$ cat config.mk
export PLATFORM = sky130hd
export DESIGN_NAME = event_sync_hub
export DESIGN_NICKNAME = d
export VERILOG_FILES = /design/src/rtl/event_sync_hub.sv
export SDC_FILE = /design/constraint.sdc
export NUM_CORES = 1
export LEC_CHECK = 0
export BUFFER_PORTS_ARGS = -buffer_cell sky130_fd_sc_hd__buf_2
export CAP_MARGIN = 10
export CORE_MARGIN = 2
export CORE_UTILIZATION = 40
export CTS_BUF_LIST = sky130_fd_sc_hd__clkbuf_4 sky130_fd_sc_hd__clkbuf_8
export DETAILED_ROUTE_END_ITERATION = 12
export GPL_TIMING_DRIVEN = 0
export PLACE_DENSITY = 0.64
export SLEW_MARGIN = 10
export SYNTH_ARGS = -nofsm -noshare
export SYNTH_HDL_FRONTEND = slang
export SYNTH_SLANG_ARGS = --single-unit
$ cat constraint.sdc
create_clock -name clk -period 2.4 [get_ports clk]
set_input_delay 0.36 -clock clk [delete_from_list [all_inputs] [get_ports clk]]
set_output_delay 0.36 -clock clk [all_outputs]
set_load 0.01 [all_outputs]
$ cat src/rtl/event_sync_hub.sv
// event_sync_hub
//   Multi-channel event synchronizer. Each channel turns a level flag into
//   registered trigger pulses, queues them in a saturating pending counter,
//   and lets a consumer drain them one at a time. A per-channel repeat
//   counter raises a sticky done flag after REPEAT_N consumed events.
//
// Ports
//   clk            clock, all state on rising edge
//   rst_n          asynchronous active-low reset
//   clear_i        synchronous clear of counters and flags (highest priority)
//   ev_i           [NUM_CH]        per-channel event level
//   consume_i      [NUM_CH]        per-channel request to take one event
//   trig_o         [NUM_CH]        one-cycle registered trigger pulse
//   pending_o      [NUM_CH]        pending count nonzero
//   pend_cnt_o     [NUM_CH*CNT_W]  packed counts, channel c at [c*CNT_W +: CNT_W]
//   take_ack_o     [NUM_CH]        previous-cycle consume succeeded
//   ovf_o          [NUM_CH]        sticky: trigger dropped at saturation
//   done_o         [NUM_CH]        sticky: REPEAT_N events consumed
//   any_pending_o                  OR of pending_o
//   first_ch_o     [IDX_W]         lowest pending channel, 0 when none

// Per-channel slice: trigger detect, pending/repeat counters, flags.
module event_sync_ch #(
  parameter int CNT_W     = 4,
  parameter int REPEAT_N  = 5,
  parameter bit EDGE_MODE = 1'b1
) (
  input  logic             clk,
  input  logic             rst_n,
  input  logic             clear_i,
  input  logic             ev_i,
  input  logic             consume_i,
  output logic             trig_o,
  output logic [CNT_W-1:0] pend_cnt_o,
  output logic             take_ack_o,
  output logic             ovf_o,
  output logic             done_o
);
  localparam int RW = $clog2(REPEAT_N + 1);
  localparam logic [CNT_W-1:0] CNT_MAX = '1;
  localparam logic [RW-1:0]    REP_MAX = RW'(REPEAT_N);

  logic             prev_q;
  logic             trig_q, trig_d;
  logic             ack_q, ack_d;
  logic             ovf_q, ovf_d;
  logic [CNT_W-1:0] cnt_q, cnt_d;
  logic [RW-1:0]    rep_q, rep_d;
  logic             hit, take;

  // prev resets to 0, so a level already high right after reset is an edge.
  assign hit  = EDGE_MODE ? (ev_i & ~prev_q) : ev_i;
  assign take = consume_i & (cnt_q != '0);

  always_comb begin
    cnt_d  = cnt_q;
    ovf_d  = ovf_q;
    rep_d  = rep_q;
    trig_d = hit & ~clear_i;
    ack_d  = take & ~clear_i;
    if (clear_i) begin
      cnt_d = '0;
      ovf_d = 1'b0;
      rep_d = '0;
    end else begin
      // hit+take cancel out: the take is serviced and the hit stays queued,
      // even at saturation.
      if (hit && !take) begin
        if (cnt_q == CNT_MAX) ovf_d = 1'b1;
        else                  cnt_d = cnt_q + 1'b1;
      end else if (take && !hit) begin
        cnt_d = cnt_q - 1'b1;
      end
      if (take && (rep_q != REP_MAX)) rep_d = rep_q + 1'b1;
    end
  end

  always_ff @(posedge clk or negedge rst_n) begin
    if (!rst_n) begin
      prev_q <= 1'b0;
      trig_q <= 1'b0;
      ack_q  <= 1'b0;
      ovf_q  <= 1'b0;
      cnt_q  <= '0;
      rep_q  <= '0;
    end else begin
      // prev tracks the level even during clear so a held level does not
      // re-trigger once clear drops.
      prev_q <= ev_i;
      trig_q <= trig_d;
      ack_q  <= ack_d;
      ovf_q  <= ovf_d;
      cnt_q  <= cnt_d;
      rep_q  <= rep_d;
    end
  end

  assign trig_o     = trig_q;
  assign pend_cnt_o = cnt_q;
  assign take_ack_o = ack_q;
  assign ovf_o      = ovf_q;
  assign done_o     = (rep_q == REP_MAX);
endmodule

module event_sync_hub #(
  parameter int NUM_CH    = 4,
  parameter int CNT_W     = 4,
  parameter int REPEAT_N  = 5,
  parameter bit EDGE_MODE = 1'b1,
  parameter int IDX_W     = (NUM_CH > 1) ? $clog2(NUM_CH) : 1
) (
  input  logic                    clk,
  input  logic                    rst_n,
  input  logic                    clear_i,
  input  logic [NUM_CH-1:0]       ev_i,
  input  logic [NUM_CH-1:0]       consume_i,
  output logic [NUM_CH-1:0]       trig_o,
  output logic [NUM_CH-1:0]       pending_o,
  output logic [NUM_CH*CNT_W-1:0] pend_cnt_o,
  output logic [NUM_CH-1:0]       take_ack_o,
  output logic [NUM_CH-1:0]       ovf_o,
  output logic [NUM_CH-1:0]       done_o,
  output logic                    any_pending_o,
  output logic [IDX_W-1:0]        first_ch_o
);
  logic [NUM_CH-1:0][CNT_W-1:0] pend_cnt;

  for (genvar c = 0; c < NUM_CH; c++) begin : g_ch
    event_sync_ch #(
      .CNT_W     (CNT_W),
      .REPEAT_N  (REPEAT_N),
      .EDGE_MODE (EDGE_MODE)
    ) u_ch (
      .clk        (clk),
      .rst_n      (rst_n),
      .clear_i    (clear_i),
      .ev_i       (ev_i[c]),
      .consume_i  (consume_i[c]),
      .trig_o     (trig_o[c]),
      .pend_cnt_o (pend_cnt[c]),
      .take_ack_o (take_ack_o[c]),
      .ovf_o      (ovf_o[c]),
      .done_o     (done_o[c])
    );
    assign pending_o[c] = (pend_cnt[c] != '0);
  end

  assign pend_cnt_o    = pend_cnt;
  assign any_pending_o = |pending_o;

  // Fixed priority, index 0 wins: scan downward so the lowest hit is last.
  always_comb begin
    first_ch_o = '0;
    for (int c = NUM_CH - 1; c >= 0; c--) begin
      if (pending_o[c]) first_ch_o = IDX_W'(c);
    end
  end
endmodule

==> impl_metrics.ini, run 1 <==
[outcome]
outcome = complete, no violations

[cts]
hold_buffers = 0
cts_buffers = 5
clock_latency_ns = 0.30
clockBufferDepth = 2
clkTransAtPathRegs_ns = 0.09
clkSinkCount = 44
cts_tree = built
htree_levels = 2
cts_root_buf = clkbuf_8

[synthesis]
yosysWarnings = 0
synth-seq-cells = 44
synth_cell_types = 44
synth_area_um2 = 2750
syn_inst = 284
synth_top_area_share_pct = 40.1
yosys-top-cells-area = dfrtp_1 40%, ha_1 7.3%, buf_4 4.4%, nor2_1 4.2%, a21oi_1 3.1%
syn_avg_cell_area_um2 = 9.68
syn_nets = 315
yosysSeqAreaShare_pct = 40.1
yosys.area.top_type = dfrtp_1
synth_edf_count = 0
synthArstFlopShare_pct = 100
synthFlopType = dfrtp_1

[setup_path]
crit_path_max_fanout = 7
worstSetupPathType = reg2reg
required_ns = 2.64
crit_arrival_ns = 2.54
cp-start-kind = flip-flop
cp-end-kind = flip-flop

[finish]
final_nets = 378
syn_to_final_growth_pct = 22.8
layout-drive-gt1-share_pct = 32.5
ff_latch_area_um2 = 1110
num_antenna_cells = 0
multi_input_area_um2 = 1540
fin_util_pct = 50.2
fillers = 635
final_area_um2 = 3370

[power_and_ir_drop]
max-vdd-ir-drop_v = 0.000445
pwr-share-comb_pct = 52.2
intPower_uw = 2170
p_leak_uw = 0.00165
switchingPower_uw = 1600
power_frac_seq_pct = 32.7
power.total_uw = 3780
power.density_nw_per_um2 = 1120
clock_power_share_pct = 15.1
switching_share_pct = 42.4

[route]
drt-wirelength-per-cell_um = 14.4
top_layer_used = met4
wirelength_um = 6180
ant_nets = 0
vias = 2270
drt_iter0_markers = 73
drc = 0
viasPerCell = 5.30
route.met3.wl_um = 248
m1WireLength_um = 3030
met2WireLength_um = 2880
firstDrtPassIters = 4

[timing]
relSlewSlack_pct = 34.3
tns_ns = 0
drv_slew = 0
setup_ws_ns = 0.0921
setup_viol = 0
rsz0062_at_grt = yes
hold_viol = 0
worstMarginPinSlew_ns = 0.986
finalClockSkew_ns = 0.0112
post-route-period-util_pct = 96.2
max_freq_ghz = 0.433
layout_min_cycle_time_ns = 2.31

[place]
hpwlAfterDp_um = 4150
dp_slack_ns = -0.311
place_congestion = 0.828
port_buffers = 48
dpl_cell_area_um2 = 3100

[global_routing]
first_global_vias = 2193
grt_max_degree = 45
grt_first_pass_wirelength_um = 10100
grt_usage_pct = 16.8
gr-total-overflow = 0
antenna_found_initial = 0

[floorplanning]
core_um2 = 6720
initial_core_util_pct = 40.9
io_pins = 50
row_count = 30
die_x_um = 86.9
die_h_um = 86.9
dieArea_um2 = 7550

[min_path]
hold_class = in2reg

[flow_run]
cap_violations = 0
Yosys cell counts (5+ instances only):
master	n
xnor2_1	7
nand3_1	5
o21ai_0	12
nand2b_1	8
nor2_1	31
buf_4	16
ha_1	16
nor3_1	15
a21oi_1	17
a211oi_1	6
dfrtp_1	44
nand2_1	12
inv_1	18
nor2b_1	8
clkbuf_1	6
metal layers:
layer	vias to the layer above	global-route usage [%]
met4	0	4.69
li1	1122	-
met5	-	0
met2	43	27.1
met1	1103	23.2
met3	2	2.94
worst paths after layout:
path                                            start                    endpoint  slack (ns)  cells past startpoint
max                        g_ch[2].u_ch.pend_cnt_o[2]  g_ch[2].u_ch.pend_cnt_o[3]        0.09                      7
min                                           ev_i[1]         g_ch[1].u_ch.prev_q        0.19                      1
max reg2reg                g_ch[2].u_ch.pend_cnt_o[2]  g_ch[2].u_ch.pend_cnt_o[3]        0.09                      7
min reg2reg                        g_ch[1].u_ch.ovf_o          g_ch[1].u_ch.ovf_o        0.51                      2
max in group asynchronous                       rst_n  g_ch[0].u_ch.pend_cnt_o[0]        1.50                      1
min in group asynchronous                       rst_n       g_ch[0].u_ch.rep_q[1]        0.22                      1
cells by family after synthesis:
kind of cell / share of synthesized area [%]
AND/OR/NAND/NOR: 22.3
AO/OA/AOI/OAI: 15.0
flip-flops: 40.1
buffers and inverters: 7.65
adder cells (fa/ha/maj): 10.2
XOR/XNOR: 2.87
multiplexers: 1.91
layout by cell type (no fill, tap or decap), types with 5 or more instances in the layout:
cell	instances
inv_1	18
buf_2	48
xnor2_1	7
a211oi_1	6
a21oi_1	15
ha_1	16
clkbuf_1	5
nand2_1	9
dfrtp_1	35
o21ai_0	12
nand3_1	5
nor2b_1	8
nor2_1	31
dfrtp_2	9
nand2b_1	8
nor3_1	15
clkbuf_8	5
buf_4	24
what timing repair did:
| action | 4_1_cts | 5_1_grt |
|---|---|---|
| endpoints found under the setup margin | 5 | 5 |
| pin swaps | 3 | 2 |
| setup buffers | 5 | 3 |
| cloned | 0 | 0 |
| gates resized for setup | 8 | 17 |
through the flow:
step	instances	hold slack, ns
final	428	0.190
after global routing	428	0.179
after CTS	425	0.179
after detailed placement	412	0.498
after global placement	412	0.487
after floorplan	284	0.0644
critical path, stage by stage, from the launching register on:
cell	delay [ns]
dfrtp_2	0.48
o41ai_4	0.51
nand2_2	0.13
ha_1	0.29
a21o_1	0.21
a2111oi_2	0.38
a22oi_1	0.15
nand3_1	0.10
power groups by stage:
stage	clock network (µW)	registers [µW]	logic, µW
after floorplan	0	1210	1210
after global placement	0	1220	1680
after detailed placement	0	1230	1720
after CTS	594	1230	1850
after global routing	624	1270	2200
final	571	1240	1970
final cells by class:
| type | count | area share (%) |
|---|---|---|
| timing repair buffer | 56 | 8.90 |
| buffer | 22 | 4.26 |
| sequential | 44 | 33.0 |
| clock inverter | 3 | 1.26 |
| tap | 80 | 2.97 |
| multi-input combinational | 200 | 45.6 |
| inverter | 18 | 2.00 |
| clock buffer | 5 | 2.04 |
registers in the layout, summed over array words and instances (netlist names):
| register | flops |
|---|---|
| g_ch.u_ch.pend_cnt_o | 16 |
| g_ch.u_ch.ovf_o | 4 |
| g_ch.u_ch.prev_q | 4 |
| g_ch.u_ch.take_ack_o | 4 |
| g_ch.u_ch.trig_o | 4 |
| g_ch.u_ch.rep_q | 12 |
Power figures use the tool's default switching activity.
==> run 2, diff against run 1 <==
--- a/config.mk
+++ b/config.mk
@@ -8,11 +8,12 @@
 export BUFFER_PORTS_ARGS = -buffer_cell sky130_fd_sc_hd__buf_2
 export CAP_MARGIN = 10
 export CORE_MARGIN = 2
-export CORE_UTILIZATION = 40
+export CORE_UTILIZATION = 52
 export CTS_BUF_LIST = sky130_fd_sc_hd__clkbuf_4 sky130_fd_sc_hd__clkbuf_8
 export DETAILED_ROUTE_END_ITERATION = 12
 export GPL_TIMING_DRIVEN = 0
-export PLACE_DENSITY = 0.64
+export PLACE_DENSITY = 0.79
+export RECOVER_POWER = 25
 export SLEW_MARGIN = 10
 export SYNTH_ARGS = -nofsm -noshare
 export SYNTH_HDL_FRONTEND = slang
==> impl_metrics.ini, run 2 (synthesis gave the netlist of run 1 again) <==
[outcome]
outcome = complete, no violations

[place]
place_congestion = 0.880
hpwlAfterDp_um = 4280
port_buffers = 48
dp_slack_ns = -0.238
dpl_cell_area_um2 = 3090

[global_routing]
gr-total-overflow = 0
antenna_found_initial = 0
first_global_vias = 2252
grt_max_degree = 45
grt_first_pass_wirelength_um = 10500
grt_usage_pct = 22.0

[setup_path]
cp-start-kind = flip-flop
worstSetupPathType = reg2reg
crit_path_max_fanout = 6
cp-end-kind = flip-flop
required_ns = 2.61
crit_arrival_ns = 2.54
r2r_cells = 7

[floorplanning]
core_um2 = 5110
die_h_um = 76.7
io_pins = 50
row_count = 26
initial_core_util_pct = 53.8
dieArea_um2 = 5880
die_x_um = 76.7

[timing]
finalClockSkew_ns = 0.0105
relSlewSlack_pct = 28.5
post-route-period-util_pct = 97.1
setup_ws_ns = 0.0697
drv_slew = 0
worstMarginPinSlew_ns = 1.07
tns_ns = 0
setup_viol = 0
layout_min_cycle_time_ns = 2.33
whs_ns = 0.200
max_freq_ghz = 0.429
hold_viol = 0

[min_path]
hold_class = in2reg
hold_depth = 1

[route]
wirelength_um = 6160
drt_iter0_markers = 134
ant_nets = 0
drc = 0
viasPerCell = 5.45
drt-wirelength-per-cell_um = 14.7
firstDrtPassIters = 4
vias = 2279

[finish]
final_nets = 378
final_cell_mix = 43 x buf_2, 34 x dfrtp_1, 31 x nor2_1
syn_to_final_growth_pct = 22.4
num_antenna_cells = 0
fillers = 415
layout-drive-gt1-share_pct = 30.7
layout_commonest_cell = buf_2
largest_reg_flops = 16
final_area_um2 = 3360

[cts]
clock_latency_ns = 0.30
clockBufferDepth = 2
clkTransAtPathRegs_ns = 0.09
hold_buffers = 0
cts_tree = built
clkSinkCount = 44
cts_buffers = 5
htree_levels = 2
cts_root_buf = clkbuf_8

[power_and_ir_drop]
max-vdd-ir-drop_v = 0.000565
power.density_nw_per_um2 = 1140
p_leak_uw = 0.00165

[flow_run]
cap_violations = 0
run 2: cell count changes in the layout (fill, tap and decap cells not counted), sizes merged:
| cell | before | now |
|---|---|---|
| buf | 72 | 67 |
| clkbuf | 11 | 18 |
| clkinv | 1 | 0 |
| clkinvlp | 1 | 0 |
run 2: stage by stage:
stage / total power, µW / cells / utilization (%)
floorplan: 2420 / 284 / -
global placement: 2870 / 402 / 60.4
detailed placement: 2940 / 402 / 60.4
CTS: 3680 / 413 / 64.2
global route: 4130 / 418 / 65.9
finish: 3820 / 418 / 65.9
run 2: final cells by class:
cell class                      instances  area (µm²)  area share [%]
Timing Repair Buffer                   56         295            8.78
Sequential cell                        44        1110            33.1
Buffer                                 22         144            4.28
Clock inverter                          1        30.0           0.893
Multi-Input combinational cell        200        1530            45.5
Inverter                               18        67.6            2.01
Clock buffer                            7        96.3            2.86
Tap cell                               70        87.6            2.60
run 2: report_power, final:
group	switching, µW	internal [µW]	leakage (µW)
sequential	316	933	0.000570
clock	257	367	0.0000645
combinational	1020	925	0.00101
total	1600	2230	0.00165
run 2: path summary, 6_finish.rpt:
path / from / to / slack, ns
min reg2reg: g_ch[1].u_ch.ovf_o / g_ch[1].u_ch.ovf_o / 0.51
max reg2reg: g_ch[3].u_ch.pend_cnt_o[2] / g_ch[3].u_ch.pend_cnt_o[3] / 0.07
min in group asynchronous: rst_n / g_ch[1].u_ch.pend_cnt_o[1] / 0.24
min: ev_i[2] / g_ch[2].u_ch.prev_q / 0.20
max in group asynchronous: rst_n / g_ch[2].u_ch.pend_cnt_o[2] / 1.42
max: g_ch[3].u_ch.pend_cnt_o[2] / g_ch[3].u_ch.pend_cnt_o[3] / 0.07
run 2: critical path, stage by stage (launching register included):
cell	delay [ns]
dfrtp_2	0.46
o41ai_4	0.37
nand2_1	0.14
ha_1	0.29
a21o_2	0.23
a21oi_4	0.18
mux2_4	0.32
a221oi_2	0.25
run 2: repair_timing:
action	in CTS	in global routing
pin swaps	3	3
setup buffers	3	5
resized for setup	5	19
endpoints found under the setup margin	5	5
run 2: routing by layer:
metal  wire length, µm  GRT usage (%)  vias up
met4                71           7.45        0
met5                 0              0        -
met2              3060           37.3       51
met3               211           3.88        8
li1                  -              -     1128
met1              2820           28.4     1092
